--- src/rtl/cgra_cfg_pkg.sv ---
// Shared types and helpers for the CGRA configuration loader.
package cgra_cfg_pkg;

    localparam int unsigned CFG_WORD_W = 32;

    typedef enum logic [1:0] {
        IDLE = 2'd0,
        LOAD = 2'd1,
        DONE = 2'd2
    } cfg_ld_state_e;

    // Rotate left by one, then fold the bit just shifted onto the chain into bit 0.
    function automatic logic [CFG_WORD_W-1:0] cfg_checksum_next(
        input logic [CFG_WORD_W-1:0] cs,
        input logic                  b
    );
        return {cs[CFG_WORD_W-2:0], cs[CFG_WORD_W-1]} ^ {{(CFG_WORD_W-1){1'b0}}, b};
    endfunction

endpackage

--- src/rtl/cfg_word_serializer.sv ---
// Holds one bitstream word and shifts it out LSB-first, one bit per enabled cycle.
module cfg_word_serializer
    import cgra_cfg_pkg::*;
(
    input  logic                  clk,
    input  logic                  rst_n,
    input  logic                  clear,
    input  logic                  load,
    input  logic                  en,
    input  logic                  last_bit,
    input  logic [CFG_WORD_W-1:0] data,
    output logic                  bit_out,
    output logic                  full,
    output logic                  consume
);

    logic [CFG_WORD_W-1:0] shreg;
    logic [4:0]            widx;

    // A word is finished at its last bit, or early when the chain itself ends.
    assign consume = en && ((widx == 5'd31) || last_bit);
    assign bit_out = shreg[0];

    always_ff @(posedge clk or negedge rst_n) begin
        if (!rst_n) begin
            shreg <= '0;
            full  <= 1'b0;
            widx  <= '0;
        end else if (clear) begin
            shreg <= '0;
            full  <= 1'b0;
            widx  <= '0;
        end else if (load) begin
            shreg <= data;
            full  <= 1'b1;
            widx  <= '0;
        end else if (consume) begin
            shreg <= shreg >> 1;
            full  <= 1'b0;
            widx  <= '0;
        end else if (en) begin
            shreg <= shreg >> 1;
            widx  <= widx + 5'd1;
        end
    end

endmodule

--- src/rtl/cgra_config_loader.sv ---
// Word-to-serial loader for the CGRA config chain; holds the fabric in reset until loaded.
// Optional running checksum enabled by defining CFG_LOADER_CHECKSUM_EN.
module cgra_config_loader
    import cgra_cfg_pkg::*;
#(
    parameter int unsigned CHAIN_LEN = 512,
    parameter int unsigned WORD_W    = 32
) (
    input  logic              Config_Clock,
    input  logic              Config_Reset,
    input  logic              start,
    input  logic              abort,
    input  logic              in_valid,
    input  logic [WORD_W-1:0] in_data,
    output logic              in_ready,
    output logic              cfg_bit,
    output logic              cfg_clk_en,
    output logic              busy,
    output logic              done,
    output logic              cgra_hold,
    output logic [31:0]       checksum
);

    localparam int unsigned          CNT_W    = $clog2(CHAIN_LEN + 1);
    localparam logic [CNT_W-1:0]     LAST_BIT = CNT_W'(CHAIN_LEN - 1);

    cfg_ld_state_e    state;
    logic [CNT_W-1:0] bit_cnt;
    logic             full;
    logic             consume;
    logic             shift_en;
    logic             last_bit;
    logic             enter_load;

    assign enter_load = start && !abort && (state != LOAD);
    assign shift_en   = (state == LOAD) && full;
    assign last_bit   = (bit_cnt == LAST_BIT);
    assign cfg_clk_en = shift_en;
    assign in_ready   = (state == LOAD) && (!full || consume);

    cfg_word_serializer u_ser (
        .clk      (Config_Clock),
        .rst_n    (Config_Reset),
        .clear    (enter_load),
        .load     (in_valid && in_ready),
        .en       (shift_en),
        .last_bit (last_bit),
        .data     (in_data),
        .bit_out  (cfg_bit),
        .full     (full),
        .consume  (consume)
    );

    always_ff @(posedge Config_Clock or negedge Config_Reset) begin
        if (!Config_Reset) begin
            state     <= IDLE;
            bit_cnt   <= '0;
            busy      <= 1'b0;
            done      <= 1'b0;
            cgra_hold <= 1'b1;
        end else begin
            case (state)
                IDLE, DONE: begin
                    if (enter_load) begin
                        state     <= LOAD;
                        bit_cnt   <= '0;
                        busy      <= 1'b1;
                        done      <= 1'b0;
                        cgra_hold <= 1'b1;
                    end
                end
                LOAD: begin
                    if (abort) begin
                        state     <= IDLE;
                        busy      <= 1'b0;
                        done      <= 1'b0;
                        cgra_hold <= 1'b1;
                    end else if (shift_en) begin
                        bit_cnt <= bit_cnt + 1'b1;
                        if (last_bit) begin
                            state     <= DONE;
                            busy      <= 1'b0;
                            done      <= 1'b1;
                            cgra_hold <= 1'b0;
                        end
                    end
                end
                default: begin
                    state     <= IDLE;
                    busy      <= 1'b0;
                    done      <= 1'b0;
                    cgra_hold <= 1'b1;
                end
            endcase
        end
    end

`ifdef CFG_LOADER_CHECKSUM_EN
    logic [31:0] cs_q;

    always_ff @(posedge Config_Clock or negedge Config_Reset) begin
        if (!Config_Reset) begin
            cs_q <= '0;
        end else if (enter_load) begin
            cs_q <= '0;
        end else if (shift_en) begin
            cs_q <= cfg_checksum_next(cs_q, cfg_bit);
        end
    end

    assign checksum = cs_q;
`else
    assign checksum = '0;
`endif

endmodule

--- config.mk ---
export PLATFORM = sky130hd
export DESIGN_NAME = cgra_config_loader
export DESIGN_NICKNAME = d
export VERILOG_FILES = /design/src/rtl/cgra_cfg_pkg.sv /design/src/rtl/cfg_word_serializer.sv /design/src/rtl/cgra_config_loader.sv
export SDC_FILE = /design/constraint.sdc
export NUM_CORES = 1
export LEC_CHECK = 0
export BUFFER_PORTS_ARGS = -buffer_cell sky130_fd_sc_hd__buf_2
export CELL_PAD_IN_SITES_DETAIL_PLACEMENT = 0
export CELL_PAD_IN_SITES_GLOBAL_PLACEMENT = 2
export CORE_ASPECT_RATIO = 0.6
export CORE_MARGIN = 4
export CORE_UTILIZATION = 30
export DETAILED_ROUTE_END_ITERATION = 7
export PLACE_DENSITY_LB_ADDON = 0.1
export RECOVER_POWER = 25
export SYNTH_ARGS = -nofsm -noshare
export SYNTH_HDL_FRONTEND = slang
export SYNTH_SLANG_ARGS = --single-unit
export TNS_END_PERCENT = 20
--- constraint.sdc ---
create_clock -name Config_Clock -period 2.2 [get_ports Config_Clock]
set_input_delay 0.11 -clock Config_Clock [delete_from_list [all_inputs] [get_ports Config_Clock]]
set_output_delay 0.11 -clock Config_Clock [all_outputs]
set_load 0.005 [all_outputs]
# Yosys cells after proc, flatten, opt, wreduce, memory -nomap -nowiden
# Index checks and enable logic that the tools add are counted.
[op_classes]
n_eq_ne = 10
n_reduce_logical = 17
n_mux = 32
add_sub_neg = 2
[ops]
columns = ["operator", "count"]
rows = [
  ["$mux 32", 4],
  ["$mux 10", 3],
  ["$mux 5", 4],
  ["$pmux 10 s2", 1],
  ["$mux 1", 12],
  ["$add 10x1->10 const B", 1],
  ["$eq 10x9->1 const B", 1],
  ["$mux 2", 4],
  ["$logic_and 1x1->1", 6],
  ["$ne 3x2->1 const B", 2],
  ["$pmux 1 s2", 3],
  ["$add 5x1->5 const B", 1],
  ["$eq 5x5->1 const B", 1],
  ["$ne 2x1->1 const B", 2],
  ["$ne 2x2->1 const B", 2],
  ["$pmux 2 s2", 1],
  ["$reduce_and 4->1", 1],
  ["$reduce_bool 4->1", 1],
  ["$reduce_and 3->1", 1],
  ["$reduce_bool 3->1", 1],
  ["$eq 2x1->1 const B", 1],
  ["$eq 2x2->1 const B", 1],
  ["$logic_not 1->1", 2],
  ["$logic_not 2->1", 1],
  ["other kinds (3)", 4],
]
[word_totals]
ff_bits = 53
out_inout_bits = 38
input_bits = 37
elab_cells = 69

# Depth between registers and ports, before layout
# Gate-level depths: netlist of the first run.
[logic_depth]
word_depth = 8
depth_mapped = 7
depth_no_buf = 6

# Cells and area by module
# Synthesis of the first run repeated with hierarchy kept, for this count alone.
[hier_totals]
cells_unflattened = 277
area_unflattened_um2 = 3040.4
[by_module_without_submodules]
columns = ["module", "area_per_inst_um2", "seq_area_each_um2", "n_inst", "cells_per_inst"]
rows = [
  ["cfg_word_serializer", 2031.9, 950.9, 1, 166],
  ["cgra_config_loader", 1008.5, 351.6, 1, 111],
]

# Least setup slack after synthesis of the first run
# OpenSTA, ideal clock, no wires.
[synth_timing]
path_type = "register to register"
start = "register u_ser.widx[0]"
end = "register u_ser.shreg[21]"
setup_time_ns = 0.127
setup_slack_ns = 0.373
arrival_ns = 1.699
period_less_slack_ns = 1.827
stages_incl_launch_ff = 8
required_ns = 2.073
n_path_buf = 1
cell_sequence = "dfrtp_1 > ha_1 > and3_1 > ha_1 > a31oi_4 > a21oi_4 > buf_6 > mux2_1"
[synth_via]
elab_chain_cells = 8
elab_cells_between_ends = 10
classes_between = "eq/ne (1); mux (3); reduce/logical (6)"
[synth_rtl]
columns = ["item", "line_no", "text"]
rows = [
  ["start: declaration", "cfg_word_serializer.sv:18", "logic [4:0] widx;"],
  ["start signal: assignment", "cfg_word_serializer.sv:43", "widx <= widx + 5'd1;"],
  ["$eq 5x5->1 (*)", "cfg_word_serializer.sv:21", "assign consume = en && ((widx == 5'd31) || last_bit);"],
  ["$logic_or 1x1->1 (*)", "cfg_word_serializer.sv:21", ""],
  ["$logic_and 1x1->1 (*)", "cfg_word_serializer.sv:21", ""],
  ["$logic_or 1x1->1", "cgra_config_loader.sv:39", "assign in_ready = (state == LOAD) && (!full || consume);"],
  ["$logic_and 1x1->1", "cgra_config_loader.sv:39", ""],
  ["$logic_and 1x1->1", "cgra_config_loader.sv:45", ".load (in_valid && in_ready),"],
  ["$mux 32", "cfg_word_serializer.sv:33", "end else if (load) begin"],
  ["$mux 32", "cfg_word_serializer.sv:29", "end else if (clear) begin"],
  ["end signal: assignment", "cfg_word_serializer.sv:34", "shreg <= data;"],
  ["end signal: assignment", "cfg_word_serializer.sv:38", "shreg <= shreg >> 1;"],
  ["end signal: assignment", "cfg_word_serializer.sv:42", "shreg <= shreg >> 1;"],
  ["end: declaration", "cfg_word_serializer.sv:17", "logic [CFG_WORD_W-1:0] shreg;"],
]
# Mark *: on every way between the ends. The rest lies on a longest branch, timed or not.
# A chain may end at the register's enable or synchronous reset.

# Final worst setup path of the first run
# Same ends and word-level chain as after synthesis.

==> results of run 1 <==
[logic make-up after synthesis]
group           after synthesis  share of synthesized area
simple gates                109                     0.1680
flops                        52                     0.4394
compound gates               55                     0.1157
buf+inv                      50                     0.1148
mux                          33                     0.1245
fa+ha+maj                     3                    0.01266
xor+xnor                      8                    0.02364
other cells                   1                   0.001265
[sequential cells by signal, indices dropped and copies added, names as in the netlist]
signal       cells
u_ser.shreg     32
bit_cnt         10
u_ser.widx       5
state            2
busy             1
cgra_hold        1
u_ser.full       1
[metal layers]
| layer | GRT usage | wire length, um | vias up |
|---|---|---|---|
| li1 | - | - | 1067 |
| met1 | 0.1955 | 3728 | 1006 |
| met2 | 0.1706 | 2604 | 49 |
| met3 | 0.03140 | 345 | 4 |
| met4 | 0.02745 | 42 | 0 |
| met5 | 0 | 0 | - |
[area by class of cell]
type	instances	share of cell area
clock buffer	6	0.03815
clock inverter	2	0.01037
inverter	1	0.001111
multi-input combinational	240	0.4256
sequential	52	0.3856
tap	130	0.04815
timing repair buffer	52	0.09111
[critical path, stage by stage (launching register included)]
cell and delay [ns]:
sky130_fd_sc_hd__dfrtp_1 0.41, sky130_fd_sc_hd__ha_1 0.23, sky130_fd_sc_hd__and3_1 0.15, sky130_fd_sc_hd__ha_1 0.24
sky130_fd_sc_hd__a31oi_4 0.23, sky130_fd_sc_hd__a21oi_4 0.09, sky130_fd_sc_hd__buf_12 0.19, sky130_fd_sc_hd__mux2_1 0.32
[metrics by stage]
| stage | power, mW | hold WS (ns) | setup slack (ns) | utilization | instance area (um^2) |
|---|---|---|---|---|---|
| 6_report | 2.858 | 0.04058 | 0.2056 | 0.3597 | 3378 |
| 5_1_grt | 3.086 | 0.03540 | 0.09098 | 0.3597 | 3378 |
| 4_1_cts | 2.908 | 0.03211 | 0.1977 | 0.3602 | 3383 |
| 3_5_place_dp | 2.010 | 0.003526 | 0.2224 | 0.3417 | 3209 |
| 3_3_place_gp | 2.008 | 0.0007540 | 0.2127 | 0.3417 | 3209 |
| 2_1_floorplan | 1.858 | -0.1856 | 0.3732 | - | 3080 |
[report_power, final]
part | internal (mW) | switching (mW) | total (mW) | leakage, nW
logic | 0.344 | 0.322 | 0.667 | 0.822
clock network | 0.536 | 0.341 | 0.877 | 0.0808
registers | 1.18 | 0.137 | 1.31 | 0.690
total | 2.06 | 0.801 | 2.86 | 1.59
[final timing paths]
kind / to / cells after the start / start / slack (ns)
hold / removal: u_ser.shreg[22] / 2 / in_data[22] / 0.04
max in group asynchronous: u_ser.shreg[6] / 3 / Config_Reset / 0.52
setup / recovery: u_ser.shreg[21] / 7 / u_ser.widx[0] / 0.21
min in group asynchronous: bit_cnt[1] / 2 / Config_Reset / 0.36
hold reg to reg: busy / 1 / busy / 0.50
setup reg to reg: u_ser.shreg[21] / 7 / u_ser.widx[0] / 0.21
[placed cells by master, fill, tap and decap left out, types with 2 or more instances in the layout]
cell type and count:
sky130_fd_sc_hd__nor2b_1 4, sky130_fd_sc_hd__nor2_1 10, sky130_fd_sc_hd__mux2i_1 2, sky130_fd_sc_hd__nand2_1 75
sky130_fd_sc_hd__buf_2 41, sky130_fd_sc_hd__and3_1 2, sky130_fd_sc_hd__clkbuf_1 3, sky130_fd_sc_hd__a22o_1 4
sky130_fd_sc_hd__conb_1 32, sky130_fd_sc_hd__xor2_1 6, sky130_fd_sc_hd__o31ai_1 2, sky130_fd_sc_hd__and4_1 2
sky130_fd_sc_hd__buf_12 2, sky130_fd_sc_hd__xnor2_1 2, sky130_fd_sc_hd__ha_1 3, sky130_fd_sc_hd__nand3_1 2
sky130_fd_sc_hd__dfrtp_1 51, sky130_fd_sc_hd__buf_4 6, sky130_fd_sc_hd__o21ai_0 7, sky130_fd_sc_hd__mux2_1 2
sky130_fd_sc_hd__a21oi_1 33, sky130_fd_sc_hd__mux2_2 29, sky130_fd_sc_hd__nand2b_1 4, sky130_fd_sc_hd__o211ai_1 3
sky130_fd_sc_hd__clkbuf_16 5
[timing repair]
item                                   CTS  global route
endpoints found under the hold margin    9             0
hold buffers                             1             0
setup endpoints to repair                0             0
==> flow_summary.ini, run 1 <==
[routing]
dr.first_iter.drc_count = 139
drcViolationCount = 0
ant_nets = 0
route.vias.total = 2126
drt-total-wl_mm = 6.720
number_of_iterations_in_the_first_detailed_routing_pass = 4
routedWlPerCell_um = 13.91
via_per_inst = 4.402

[sta]
timing_hold_violations_final = 0
timing.setup.tns_ns = 0
timing_worst_slew_pin_value_ns = 1.006
grt_setup_unrepaired = no
setup_viol_count_final = 0
finClkSkew_ns = 0.007176
max_freq_ghz = 0.5014
slew-limit-headroom = 0.3290
drv_slew = 0
final_critical_period_ns = 1.994
post-route-period-util = 0.9066

[grt]
antenna_found_initial = 0
grt_overflow_total = 0
grt_util_overall = 0.1251
first_pass_grt_wire_length_mm = 11.34
first_global_vias = 2141
grt_max_degree = 34

[floorplan]
placement_row_count = 27
design.die.area_mm2 = 0.01159
initial_utilization = 0.3156
die_width_um = 136.3
coreArea_mm2 = 0.009392
vertical_extent_of_the_die_um = 85.00
io-pin-count = 75

[place]
numPortBuffers = 42
final_weighted_congestion_in_routability_driven_placement = 0.7105
dpl.hpwl_mm = 4.776
placedCellCount = 474

[clock_network]
post-cts-setup-buffer-count = 0
clock_tree_from_tritoncts = yes
cts.htree.levels = 2
ctsRootBufferMaster = sky130_fd_sc_hd__clkbuf_16
clk_latency_ns = 0.29
clk_path_buf_depth = 2
cts.repair.resized = 0
clock_sink_count = 52
cts_made_buffers = 5
worst_setup_hold_path_clk_slew_ns = 0.07

[power_and_ir_drop]
power.static_leakage_nw = 1.593
power_per_cell_area_mw_per_mm2 = 845.9
ir_drop_worst_vdd_mv = 0.3707

[worst_setup_path]
crit_path_end_kind = register
worstPathMaxFanout = 33
worstPathArrival_ns = 2.16
worstSetupPathType = reg2reg
critical_path.startpoint_type = register
critical_path_required_ns = 2.37

[synth]
ys_seq_elements = 52
yosys.cell_types.count = 44
synth_commonest_cells = sky130_fd_sc_hd__nand2_1, sky130_fd_sc_hd__dfrtp_1, sky130_fd_sc_hd__a21oi_1, sky130_fd_sc_hd__buf_4, sky130_fd_sc_hd__mux2_2
synth_edf_count = 0
ys_warn_count = 0
gate_count_after_technology_mapping = 311
area_share_of_the_largest_cell_type_after_synthesis = 0.4306
ys_seq_area_frac = 0.4394
netlist_top_cells_area = sky130_fd_sc_hd__dfrtp_1, sky130_fd_sc_hd__mux2_2, sky130_fd_sc_hd__nand2_1
yosysMostFrequentCell = sky130_fd_sc_hd__nand2_1
synth_largest_area_cell = sky130_fd_sc_hd__dfrtp_1
synth-main-ff-cell = sky130_fd_sc_hd__dfrtp_1
synth-async-reset-ratio = 1.000
synth.avg_cell_area_um2 = 9.531
synth.cell_area_mm2 = 0.002964

[layout]
num-fill-cells = 976
finish.net_count = 392
insertedDiodeCount = 0
layout-drive-gt1-share = 0.2578
regArea_mm2 = 0.001303
multi_input_area_mm2 = 0.001438
final_cells = 483
area_delta_synth_final_pct = 13.97

[status]
outcome = finished clean

[job]
max_cap_viol_count = 0

[min_path]
timing.hold.worst.class = in2reg
(Power assumes the default switching activity.)
==> inputs of run 2 (changes only) <==
--- a/config.mk
+++ b/config.mk
@@ -10,7 +10,7 @@
 export CELL_PAD_IN_SITES_GLOBAL_PLACEMENT = 2
 export CORE_ASPECT_RATIO = 0.6
 export CORE_MARGIN = 4
-export CORE_UTILIZATION = 30
+export CORE_UTILIZATION = 32
 export DETAILED_ROUTE_END_ITERATION = 7
 export PLACE_DENSITY_LB_ADDON = 0.1
 export RECOVER_POWER = 25
==> run 2 against run 1 <==
  * Die area is 5.8% lower
  * Critical path depth stayed put
  * Setup slack better by 0.0080 ns
  * Power is 0.24% higher
  * Highest routed layer unchanged
==> flow_summary.ini, run 2 (synthesized netlist as in run 1, its figures left out) <==
[layout]
max_flop_register = u_ser.shreg
largest_reg_flops = 32
layout-drive-gt1-share = 0.2536
area_delta_synth_final_pct = 12.28
finish.net_count = 390
insertedDiodeCount = 0
reg_top3 = u_ser.shreg (32), bit_cnt (10), u_ser.widx (5)
fin_area_mm2 = 0.003328
final_cells = 463
layout_common_cells = sky130_fd_sc_hd__nand2_1, sky130_fd_sc_hd__dfrtp_1, sky130_fd_sc_hd__buf_2
mostFrequentLayoutCell = sky130_fd_sc_hd__nand2_1

[routing]
detailroute.wirelength.met3_um = 415
met2RoutedLength_mm = 2.599
top_layer = met4
ant_nets = 0
routedWlPerCell_um = 14.32
via_per_inst = 4.700
drcViolationCount = 0
number_of_iterations_in_the_first_detailed_routing_pass = 4
met1_length_mm = 3.546
route.vias.total = 2176
dr.first_iter.drc_count = 98
drt-total-wl_mm = 6.628

[place]
dpl_worst_slack_ns = 0.2176
final_weighted_congestion_in_routability_driven_placement = 0.7047
numPortBuffers = 42
dpl.hpwl_mm = 4.392
dpl-instance-area_mm2 = 0.003159
placedCellCount = 454

[sta]
timing.setup.tns_ns = 0
grt_setup_unrepaired = no
drv_slew = 0
final_critical_path_setup_slack_ns = 0.2136
finClkSkew_ns = 0.008004
timing_hold_violations_final = 0
slew-limit-headroom = 0.07469
setup_viol_count_final = 0
post-route-period-util = 0.9029
final_critical_period_ns = 1.986
timing_worst_slew_pin_value_ns = 1.388
max_freq_ghz = 0.5034

[clock_network]
clock_tree_from_tritoncts = yes
clk_latency_ns = 0.29
cts_made_buffers = 5
clock_sink_count = 52
worst_setup_hold_path_clk_slew_ns = 0.07
cts.htree.levels = 2
clk_path_buf_depth = 2
ctsRootBufferMaster = sky130_fd_sc_hd__clkbuf_16
post-cts-setup-buffer-count = 0

[worst_setup_path]
critPathLaunch = u_ser.widx[0]
worstPathArrival_ns = 2.16
crit_path_end_kind = register
critical_path.startpoint_type = register
worstPathMaxFanout = 33
critical_path.reg2reg.startpoint = u_ser.widx[0]
critical_path_required_ns = 2.37
worstSetupPathType = reg2reg

[floorplan]
vertical_extent_of_the_die_um = 82.55
initial_utilization = 0.3387
io-pin-count = 75
die_width_um = 132.3
placement_row_count = 26
coreArea_mm2 = 0.008751
design.die.area_mm2 = 0.01092

[grt]
grt_overflow_total = 0
antenna_found_initial = 0
first_global_vias = 2068
grt_util_overall = 0.1265
first_pass_grt_wire_length_mm = 10.74
grt_max_degree = 53

[power_and_ir_drop]
ir_drop_worst_vdd_mv = 0.3029
power_per_cell_area_mw_per_mm2 = 860.8
power.static_leakage_nw = 1.579

[min_path]
min-delay-start = in_data[22]
timing.hold.worst.class = in2reg

[job]
max_cap_viol_count = 0

[status]
outcome = finished clean
[run 2: changes by cell type in the layout (fill, tap and decap cells not counted), sizes merged]
cell,change
buf,-3
clkbuf,+1
[run 2: final cells by class]
cell class,instances,area [um^2]
clock inverter,2,35.03
multi-input combinational,240,1438
inverter,1,3.754
sequential,52,1303
fill,897,5423
clock buffer,6,128.9
timing repair buffer,50,280.3
tap,112,140.1
[run 2: path summary, 6_finish.rpt]
kind	depth (start not counted)	slack [ns]	end
setup / recovery	7	0.21	u_ser.shreg[21]
hold / removal	2	0.03	u_ser.shreg[22]
setup reg to reg	7	0.21	u_ser.shreg[21]
hold reg to reg	1	0.48	busy
max in group asynchronous	3	0.60	u_ser.shreg[7]
min in group asynchronous	3	0.75	u_ser.full
[run 2: per-layer routing]
layer | vias to the layer above | global-route usage
met1 | 1038 | 0.1833
li1 | 1067 | -
met3 | 8 | 0.03632
met5 | - | 0
met4 | 0 | 0.03734
met2 | 63 | 0.1825
[run 2: repair_timing]
item,in CTS,in global routing
resized for setup,0,0
endpoints found under the hold margin,51,0
hold buffers,1,0
[run 2: stage by stage]
step                power, mW  hold WS, ns    util
floorplan               1.858      -0.1856       -
global placement        1.991       0.2961  0.3610
detailed placement      2.002       0.2964  0.3610
CTS                     2.912      0.02325  0.3809
global route            3.070      0.03499  0.3803
finish                  2.865      0.03303  0.3803
[run 2: worst max-delay path, stage by stage, from the launching register on]
cell and delay, ns:
sky130_fd_sc_hd__dfrtp_1 0.42, sky130_fd_sc_hd__ha_1 0.24, sky130_fd_sc_hd__and3_1 0.15, sky130_fd_sc_hd__ha_1 0.23, sky130_fd_sc_hd__a31oi_4 0.22, sky130_fd_sc_hd__a21oi_4 0.09
sky130_fd_sc_hd__buf_12 0.19, sky130_fd_sc_hd__mux2_1 0.32
[run 2: report_power, final]
part | internal [mW] | switching (mW)
sequential | 1.18 | 0.138
clock | 0.536 | 0.356
combinational | 0.337 | 0.321
==> inputs of run 3 (changes only) <==
==> constraint.sdc (replaced) <==
create_clock -name Config_Clock -period 2.2 [get_ports Config_Clock]
set_input_delay 0.66 -clock Config_Clock [delete_from_list [all_inputs] [get_ports Config_Clock]]
set_output_delay 0.66 -clock Config_Clock [all_outputs]
set_load 0.005 [all_outputs]
==> run 3 against run 2 <==
  * The run now ends with setup timing left
  * Critical path depth fell by 1
  * Register-to-register slack barely moved
  * Via count fell by 0.51%
  * Routed wire length fell by 1.6%
  * Sequential power barely moved
  * Core utilization rose by 2.1 points
  * Largest cell class unchanged
==> flow_summary.ini, run 3 (synthesized netlist as in run 1, its figures left out) <==
[status]
outcome = finished with violations
violations = setup timing

[job]
max_cap_viol_count = 0

[routing]
ant_nets = 0
routedWlPerCell_um = 13.84
drcViolationCount = 0
dr.first_iter.drc_count = 174
drt-total-wl_mm = 6.519
number_of_iterations_in_the_first_detailed_routing_pass = 4
route.vias.total = 2165
via_per_inst = 4.597

[worst_setup_path]
regToRegEndpoint = u_ser.shreg[5]
worstPathCellList = ha_2, and3_4, ha_4, a31oi_4, a21oi_2, buf_2
critical_path.startpoint_type = register
crit_path_end_kind = primary output
timing.reg2reg.worst_path_depth = 7
critical_path_required_ns = 1.54
worstPathArrival_ns = 1.57
worstSetupPathType = reg2out
timing.critical_path.to = in_ready
slowest_delay_ns = 0.39
worstPathMaxFanout = 3
critPathLaunch = u_ser.widx[1]
cpMaxStageDelayCell = sky130_fd_sc_hd__dfrtp_1
worst-r2r-setup-slack_ns = 0.20
critical_path.reg2reg.startpoint = bit_cnt[0]

[floorplan]
placement_row_count = 26
initial_utilization = 0.3387
design.die.area_mm2 = 0.01092
die_width_um = 132.3
vertical_extent_of_the_die_um = 82.55
coreArea_mm2 = 0.008751
io-pin-count = 75

[sta]
max_freq_ghz = 0.4481
slew-limit-headroom = 0.09152
timing.setup.tns_ns = -0.03160
grt_setup_unrepaired = yes
post-route-period-util = 1.014
setup_viol_count_final = 1
final_critical_path_setup_slack_ns = -0.03160
timing_hold_violations_final = 0
final_critical_period_ns = 2.232
drv_slew = 0
finClkSkew_ns = 0.005182
timing_worst_slew_pin_value_ns = 1.363

[grt]
first_pass_grt_wire_length_mm = 10.85
antenna_found_initial = 1
first_global_vias = 2145
grt_util_overall = 0.1252
grt_max_degree = 53
grt_overflow_total = 0

[clock_network]
clock_sink_count = 52
clock_tree_from_tritoncts = yes
worst_setup_hold_path_clk_slew_ns = 0.07
clk_path_buf_depth = 2
cts.htree.levels = 2
cts_made_buffers = 5
clk_latency_ns = 0.29
ctsRootBufferMaster = sky130_fd_sc_hd__clkbuf_16
cts_hold_buf = 0

[layout]
largest_reg_flops = 32
mostFrequentLayoutCell = sky130_fd_sc_hd__nand2_1
area_delta_synth_final_pct = 18.36
insertedDiodeCount = 0
layout_common_cells = sky130_fd_sc_hd__nand2_1, sky130_fd_sc_hd__dfrtp_1, sky130_fd_sc_hd__buf_2
reg_top3 = u_ser.shreg (32), bit_cnt (10), u_ser.widx (5)
num-fill-cells = 865
finish.net_count = 398
fin_area_mm2 = 0.003508
max_flop_register = u_ser.shreg
layout-drive-gt1-share = 0.3008

[power_and_ir_drop]
sequentialPowerShare = 0.414
power.combinational.fraction = 0.229
ir_drop_worst_vdd_mv = 0.3380
fraction_of_power_spent_switching_nets = 0.2637
power.total_mw = 3.162
power_per_cell_area_mw_per_mm2 = 901.3
power.static_leakage_nw = 1.646
netSwitchingPower_mw = 0.8338
clock_power_share = 0.357
cell_internal_power_mw = 2.328

[place]
dpl-instance-area_mm2 = 0.003232
numPortBuffers = 42
dpl.hpwl_mm = 4.351
final_weighted_congestion_in_routability_driven_placement = 0.7465
dpl_worst_slack_ns = 0.05830

[min_path]
timing.hold.worst.class = reg2reg
worstHoldPathCells = 1
[run 3: critical path, delay by kind of cell (launching register included)]
kind / cells / cell delay [ns]
DFF: 1 / 0.39
AOI/OAI and AO/OA: 2 / 0.24
buffers and inverters: 1 / 0.13
and+or+nand+nor: 1 / 0.15
adders and majority gates: 2 / 0.36
[run 3: power by group through the flow]
stage	clock network (mW)	registers [mW]	logic, mW
after floorplan	0	1.29	0.571
after global placement	0	1.33	0.683
after detailed placement	0	1.33	0.693
after CTS	1.16	1.31	0.736
after global routing	1.20	1.34	0.836
final	1.13	1.31	0.725
[run 3: how the worst min path moves through the flow]
stage / slack, ns / start / end
after floorplan: 0.36 / Config_Reset / bit_cnt[0]
after global placement: 0.46 / busy / busy
after detailed placement: 0.46 / busy / busy
after CTS: 0.37 / Config_Reset / u_ser.shreg[24]
after global routing: 0.50 / busy / busy
final: 0.48 / busy / busy
[run 3: area by class of cell]
class	count	area (um^2)	share of cell area
multi-input combinational	240	1465	0.4176
sequential	52	1303	0.3713
timing repair buffer	58	377.9	0.1077
tap	112	140.1	0.03994
clock buffer	5	125.1	0.03566
clock inverter	3	90.09	0.02568
inverter	1	7.507	0.002140
[run 3: per-stage QoR]
step,hold slack (ns),utilization,cells
after CTS,0.3677,0.4019,471
after floorplan,0.3644,-,342
after global placement,0.4587,0.3693,457
after global routing,0.5016,0.4009,471
final,0.4755,0.4009,471
after detailed placement,0.4636,0.3693,457
[run 3: per-layer routing]
metal | routed length (um) | GRT usage
met5 | 18 | 0
met4 | 38 | 0.02905
met3 | 395 | 0.03753
met2 | 2762 | 0.1922
met1 | 3304 | 0.1749
[run 3: what timing repair did]
item	CTS	global route
pin swaps	3	1
buffers inserted	6	0
gates resized for setup	6	2
setup endpoints to repair	1	2
